### config.mk
export PLATFORM = sky130hd
export DESIGN_NAME = btn_tick_gen
export DESIGN_NICKNAME = d
export VERILOG_FILES = /design/src/rtl/btn_pkg.sv /design/src/rtl/sync_2ff.sv /design/src/rtl/btn_tick_gen.sv
export SDC_FILE = /design/constraint.sdc
export NUM_CORES = 1
export LEC_CHECK = 0
export ABC_AREA = 1
export CORE_UTILIZATION = 54
export CTS_CLUSTER_SIZE = 8
export DETAILED_ROUTE_END_ITERATION = 8
export GPL_ROUTABILITY_DRIVEN = 0
export GPL_TIMING_DRIVEN = 0
export PLACE_DENSITY = 0.77
export SLEW_MARGIN = 5
export SYNTH_ARGS = -nofsm -noshare
export SYNTH_HDL_FRONTEND = slang
export SYNTH_SLANG_ARGS = --single-unit
### constraint.sdc
create_clock -name clk -period 1.33 [get_ports clk]
set_input_delay 0.266 -clock clk [delete_from_list [all_inputs] [get_ports clk]]
set_output_delay 0.266 -clock clk [all_outputs]
set_load 0.005 [all_outputs]
### src/rtl/btn_pkg.sv
// Shared types and defaults for the pushbutton tick generator.
package btn_pkg;

  typedef enum logic [1:0] {
    IDLE       = 2'd0,
    PRESS_WAIT = 2'd1,
    HELD       = 2'd2,
    REL_WAIT   = 2'd3
  } btn_state_e;

  localparam int DEBOUNCE_DEF = 4;
  localparam int REPEAT_DEF   = 8;

endpackage

### src/rtl/sync_2ff.sv
// Generic 1-bit two-flop synchroniser for asynchronous inputs, clears to 0.
module sync_2ff (
  input  logic clk,
  input  logic clr,
  input  logic d,
  output logic q
);

  logic meta;

  // two back-to-back flops; only q may be consumed by downstream logic
  always_ff @(posedge clk) begin
    if (clr) begin
      meta <= 1'b0;
      q    <= 1'b0;
    end else begin
      meta <= d;
      q    <= meta;
    end
  end

endmodule

### src/rtl/btn_tick_gen.sv
// Pushbutton conditioner: synchroniser + debounce FSM producing a one-cycle
// count-enable tick per accepted press and a debounced level.
// Optional build macro AUTO_REPEAT_EN: emits an extra tick every REPEAT
// cycles while the button stays held.
module btn_tick_gen
  import btn_pkg::*;
#(
  parameter int CNT_W    = 8,
  parameter int DEBOUNCE = DEBOUNCE_DEF,
  parameter int REPEAT   = REPEAT_DEF
) (
  input  logic clk,
  input  logic clr,
  input  logic btn_in,
  output logic tick,
  output logic pressed
);

  localparam logic [CNT_W-1:0] DB_LAST = CNT_W'(DEBOUNCE - 1);
`ifdef AUTO_REPEAT_EN
  localparam logic [CNT_W-1:0] RP_LAST = CNT_W'(REPEAT - 1);
`endif

  // reject parameter values the shared counter cannot represent
  if (DEBOUNCE < 1 || DEBOUNCE > (2**CNT_W) - 1) begin : g_db_chk
    $error("btn_tick_gen: DEBOUNCE out of range");
  end
  if (REPEAT < 1 || REPEAT > (2**CNT_W) - 1) begin : g_rp_chk
    $error("btn_tick_gen: REPEAT out of range");
  end

  logic             btn_s;
  btn_state_e       state, state_nxt;
  logic [CNT_W-1:0] cnt, cnt_nxt;
  logic             tick_nxt, pressed_nxt;

  sync_2ff u_sync (
    .clk (clk),
    .clr (clr),
    .d   (btn_in),
    .q   (btn_s)
  );

  // state, counter and registered outputs; clr wins over any pending tick
  always_ff @(posedge clk) begin
    if (clr) begin
      state   <= IDLE;
      cnt     <= '0;
      tick    <= 1'b0;
      pressed <= 1'b0;
    end else begin
      state   <= state_nxt;
      cnt     <= cnt_nxt;
      tick    <= tick_nxt;
      pressed <= pressed_nxt;
    end
  end

  // debounce transitions; tick defaults low so it never lasts beyond a cycle
  always_comb begin
    state_nxt   = state;
    cnt_nxt     = cnt;
    tick_nxt    = 1'b0;
    pressed_nxt = pressed;
    case (state)
      IDLE: begin
        if (btn_s) begin
          state_nxt = PRESS_WAIT;
          cnt_nxt   = '0;
        end
      end
      PRESS_WAIT: begin
        if (!btn_s) begin
          state_nxt = IDLE;
          cnt_nxt   = '0;
        end else if (cnt == DB_LAST) begin
          state_nxt   = HELD;
          tick_nxt    = 1'b1;
          pressed_nxt = 1'b1;
          cnt_nxt     = '0;
        end else begin
          cnt_nxt = cnt + CNT_W'(1);
        end
      end
      HELD: begin
        if (!btn_s) begin
          state_nxt = REL_WAIT;
          cnt_nxt   = '0;
        end else begin
`ifdef AUTO_REPEAT_EN
          if (cnt == RP_LAST) begin
            tick_nxt = 1'b1;
            cnt_nxt  = '0;
          end else begin
            cnt_nxt = cnt + CNT_W'(1);
          end
`else
          cnt_nxt = '0;
`endif
        end
      end
      REL_WAIT: begin
        if (btn_s) begin
          // release glitch absorbed; repeat period restarts without a tick
          state_nxt = HELD;
          cnt_nxt   = '0;
        end else if (cnt == DB_LAST) begin
          state_nxt   = IDLE;
          pressed_nxt = 1'b0;
          cnt_nxt     = '0;
        end else begin
          cnt_nxt = cnt + CNT_W'(1);
        end
      end
      default: begin
        state_nxt = IDLE;
        cnt_nxt   = '0;
      end
    endcase
  end

endmodule

# ---- Word level (Yosys, flattened, before mapping)
# Cells that the tools add are included.
dict set report totals {
  reg_bits 14
}
dict set report classes {
  n_addsub 1
  eq_ne 12
  n_mux 18
  bitwise_logic 2
  reduce_logical 5
}
# operator n
set ops {}
lappend ops {{8-bit two-way mux} 4}
lappend ops {{8-bit case mux with 4 select lines} 1}
lappend ops {{2-bit two-way mux} 6}
lappend ops {{8-bit by 1-bit adder with 8-bit output (second input constant)} 1}
lappend ops {{8-bit by 2-bit equality test with 1-bit output (second input constant)} 1}
lappend ops {{2-bit inequality test (second input constant)} 4}
lappend ops {{2-bit case mux with 4 select lines} 1}
lappend ops {{1-bit two-way mux} 5}
lappend ops {{5-bit AND reduction} 1}
lappend ops {{2-bit equality test (second input constant)} 2}
lappend ops {{2-bit by 1-bit inequality test with 1-bit output (second input constant)} 2}
lappend ops {{4-bit AND reduction} 1}
lappend ops {{3-bit by 2-bit inequality test with 1-bit output (second input constant)} 1}
lappend ops {{3-bit inequality test (second input constant)} 1}
lappend ops {{3-bit OR reduction} 1}
lappend ops {{2-bit by 1-bit equality test with 1-bit output (second input constant)} 1}
lappend ops {{2-bit zero test} 1}
lappend ops {{1-bit NOT} 2}
lappend ops {{1-bit case mux with 2 select lines} 1}
lappend ops {{2-bit nonzero test} 1}

# ---- Logic depth before layout (Yosys ltp)
dict set report depth {
  word_depth 4
  ltp_mapped 8
  mapped_depth_nobuf 8
}

# ---- By module
# A second synthesis with hierarchy kept.
dict set report hier_totals {
  hier_cells 101
  area_unflattened_um2 735.7
}
# module instances cells_per_inst area_each_um2
set modules_own_cells {}
lappend modules_own_cells {btn_tick_gen 1 95 680.7}
lappend modules_own_cells {sync_2ff 1 6 55.1}

# ---- Worst setup path after synthesis
# OpenSTA, ideal clock, no wires.
dict set report synth_timing {
  path_kind {register -> register}
  start {reg cnt[0]}
  end {reg cnt[3]}
  setup_time_ns 0.114
  arrival_time_ns 1.079
  t_required_ns 1.216
  slack_ns 0.137
  path_stages_with_launch 9
  path_buffers 0
  synth_period_minus_slack_ns 1.193
  path_cell_list {dfxtp_1 ha_1 nand2_1 nor2_1 nand2_1 nand2_2 clkinv_2 nand2_1 a21oi_2}
}
dict set report synth_via {
  elab_chain_len 4
  word_cells_on_any_way 6
  cone_classes {add/sub (1); eq/ne (1); mux (4)}
}
# item line_no
set synth_lines {}
lappend synth_lines {{start, declared} btn_tick_gen.sv:34} ;# logic [CNT_W-1:0] cnt, cnt_nxt;
lappend synth_lines {{start signal, assigned} btn_tick_gen.sv:53} ;# cnt <= cnt_nxt;
lappend synth_lines {{8-bit by 1-bit adder with 8-bit output or 8-bit by 2-bit equality test with 1-bit output (tied branches)} --}
lappend synth_lines {{8-bit two-way mux (*)} {btn_tick_gen.sv:76, btn_tick_gen.sv:107}}
lappend synth_lines {{8-bit two-way mux (on tied branches)} {btn_tick_gen.sv:103, btn_tick_gen.sv:73}}
lappend synth_lines {{8-bit case mux with 4 select lines (*)} btn_tick_gen.sv:65} ;# case (state)
# Mark *: on every way between the ends. The rest lies on a longest branch, timed or not.
# A chain may end at the register's enable or synchronous reset.

# ---- Worst setup path after layout
dict set report layout_timing {
  start {reg cnt[0]}
  end {reg cnt[6]}
}
# The elaborated chain is that of the path after synthesis.

==> impl_metrics.py <==
metrics = {
    "die": {
        "initial_core_util_pct": 60.7,
        "core_um2": 1170,
        "fp.dieH_um": 38.3,
        "placementRows": 12,
        "dieArea_um2": 1460,
        "io_pins": 5,
        "die_w_um": 38.3,
    },
    "status": {
        "outcome": "finished clean",
    },
    "synthesis": {
        "ys_seq_elements": 14,
        "ys_top_cells_by_area": "dfxtp_1, nand2_1, inv_1",
        "synth_top_family_by_area": "simple AND/OR/NAND/NOR gates",
        "synth-compound-area-share_pct": 15.0,
        "synthMuxAreaShare_pct": 0,
        "postSynthNetCount": 106,
        "ys.warnings.count": 0,
        "yosys.area.top_type": "dfxtp_1",
        "synthXorXnorAreaFrac_pct": 0,
        "seq_area_frac_synth_pct": 39.4,
        "netlist_area_um2": 711,
        "synth_top_cell_area_share_pct": 39.4,
        "syn-instance-count": 102,
        "synthSimpleGateAreaFrac_pct": 32.4,
        "synth_fa_ha_area_share_pct": 1.76,
        "synth_area_per_cell_um2": 6.97,
        "synth_cell_types": 21,
    },
    "pwr": {
        "switchingPower_mw": 0.174,
        "p_leak_nw": 0.352,
        "clkPwrFrac_pct": 34.3,
        "power.share.switching_pct": 24.4,
        "powerDensity_nw_per_um2": 910,
        "power_mw": 0.715,
        "power.share.combinational_pct": 5.7,
        "intPower_mw": 0.541,
        "ir_worst_vdd_uv": 487,
        "seqPwrFrac_pct": 59.9,
    },
    "critical_path": {
        "critPathRequiredTime_ns": 1.51,
        "endpoint_kind": "register",
        "criticalPathCategory": "reg -> reg",
        "arrival_ns": 1.45,
        "cp-start-kind": "register",
        "path_max_fanout": 5,
        "r2r_setup_slack_ns": 0.06,
    },
    "finish": {
        "syn_to_final_growth_pct": 10.6,
        "final_cell_area_um2": 786,
        "drive_above_1_share_pct": 17.6,
        "fin_nets": 114,
        "n_antenna_cell": 0,
        "final_cell_mix": "nand2_1, inv_1, dfxtp_1, nor2_1, nand3_1",
        "fill_cells": 96,
        "final_common_cell": "nand2_1",
    },
    "sta": {
        "skew_ns": 0.00441,
        "rsz0062_at_grt": "yes",
        "timing.final.ws_setup_ns": 0.0649,
        "max_freq_mhz": 790,
        "setup_viol": 0,
        "min_period_ns": 1.27,
        "max_slew.worst_pin.slew_ns": 0.254,
        "timing_hold_violations_final": 0,
        "timing.slew.headroom_pct": 82.9,
        "fin_hold_ws_ns": 0.250,
        "fin_crit_sh_pct": 95.1,
        "maxSlewViolCount": 0,
    },
    "route": {
        "routedWlPerCell_um": 10.1,
        "initialDrtViolationCount": 15,
        "drtPass1Iterations": 4,
        "vias": 606,
        "ant_nets": 0,
        "drc": 0,
        "finalWirelength_um": 1230,
        "via_per_inst": 4.97,
    },
    "clocking": {
        "htree_levels": 1,
        "cts-root-buf": "clkbuf_4",
        "clock-sinks": 14,
        "numCtsBuffers": 3,
        "cts_tree": "done",
        "clockBufferDepth": 2,
        "clk_pin_slew_ns": 0.09,
        "clk_latency_ns": 0.28,
    },
    "grt": {
        "grt_pass1_wl_um": 2010,
        "grt_max_degree": 9,
        "grt_pass1_vias": 510,
        "track_usage_pct": 20.9,
        "grt-ovfl-total": 0,
        "antenna_found_initial": 0,
    },
    "place": {
        "dp_hpwl_um": 897,
        "pre_cts_slack_ns": 0.00589,
        "place_area_um2": 758,
        "io_buffers": 3,
    },
    "run": {
        "maxCapViolations": 0,
    },
    "min_path": {
        "hp-class": "in -> reg",
    },
}
-- timing repair --
action,4_1_cts,5_1_grt
resized for setup,3,3
buffers inserted,0,0
setup endpoints to repair,4,8
hold buffers,0,0
-- critical path, stage by stage (launching register included) --
cell      delay, ns
dfxtp_4        0.37
ha_2           0.20
nand2_1        0.05
nor2_1         0.09
nand2_1        0.08
nand2_2        0.11
clkinv_2       0.12
o21ai_2        0.07
a21oi_1        0.07
-- power by group through the flow --
stage	clock network, mW	logic, mW	registers (mW)
final	0.246	0.0410	0.429
after global routing	0.266	0.0471	0.430
after CTS	0.248	0.0411	0.430
after detailed placement	0	0.0408	0.440
after global placement	0	0.0405	0.440
after floorplan	0	0.0300	0.439
-- through the flow --
stage               utilization [%]  setup TNS, ns  cells
floorplan                         -              0    102
detailed placement             64.7              0    119
finish                         67.1              0    122
global placement               64.7              0    119
global route                   67.1         -0.156    122
CTS                            66.6              0    122
-- cell usage after synthesis --
master / number
o21ai_0: 4
clkinv_2: 1
o21a_1: 1
and2_1: 1
nand2_2: 2
nor2_4: 1
o21ai_2: 1
dfxtp_1: 14
buf_2: 1
a21oi_1: 4
nand3_2: 2
nand4_1: 3
nor2_1: 8
o22ai_1: 1
ha_1: 1
a21oi_2: 4
nand2_1: 27
inv_2: 1
nand3_1: 6
a22o_1: 1
inv_1: 18
-- sequential cells by signal, summed over array words and instances, names as in the netlist, named ones only --
register,cells
state,1
tick,1
u_sync.q,1
cnt,8
u_sync.meta,1
pressed,1
-- final timing paths --
check | from | endpoint | depth (start not counted)
worst max register to register | cnt[0] | cnt[6] | 8
worst min register to register | u_sync.meta | u_sync.q | 2
worst min-delay path | clr | cnt[7] | 2
worst max-delay path | cnt[0] | cnt[6] | 8
-- cells by family (layout without fill, tap and decap cells) --
kind of cell	Yosys count	count (layout)
simple gates	50	50
compound gates	16	16
flops	14	14
fa+ha+maj	1	1
buf+inv	21	27
-- routing by layer --
| layer | track usage (%) | up-vias | wire, um | part of all wire, % |
|---|---|---|---|---|
| li1 | - | 333 | - | - |
| met4 | 13.4 | 0 | 27 | 2.2 |
| met1 | 27.5 | 257 | 647 | 53 |
| met2 | 30.1 | 11 | 521 | 42 |
| met5 | 0 | - | 0 | 0 |
| met3 | 5.23 | 5 | 34 | 2.8 |
-- cell type report --
type,instances,area (um2),area share (%)
plain buffers,1,5.00,0.637
clock buffers,3,22.5,2.87
inverters,20,76.3,9.71
multi-input cells,67,352,44.7
flip-flops and latches,14,285,36.3
well taps,14,17.5,2.23
repair buffers,3,27.5,3.50
No activity file was read; power rests on OpenSTA's default activity.
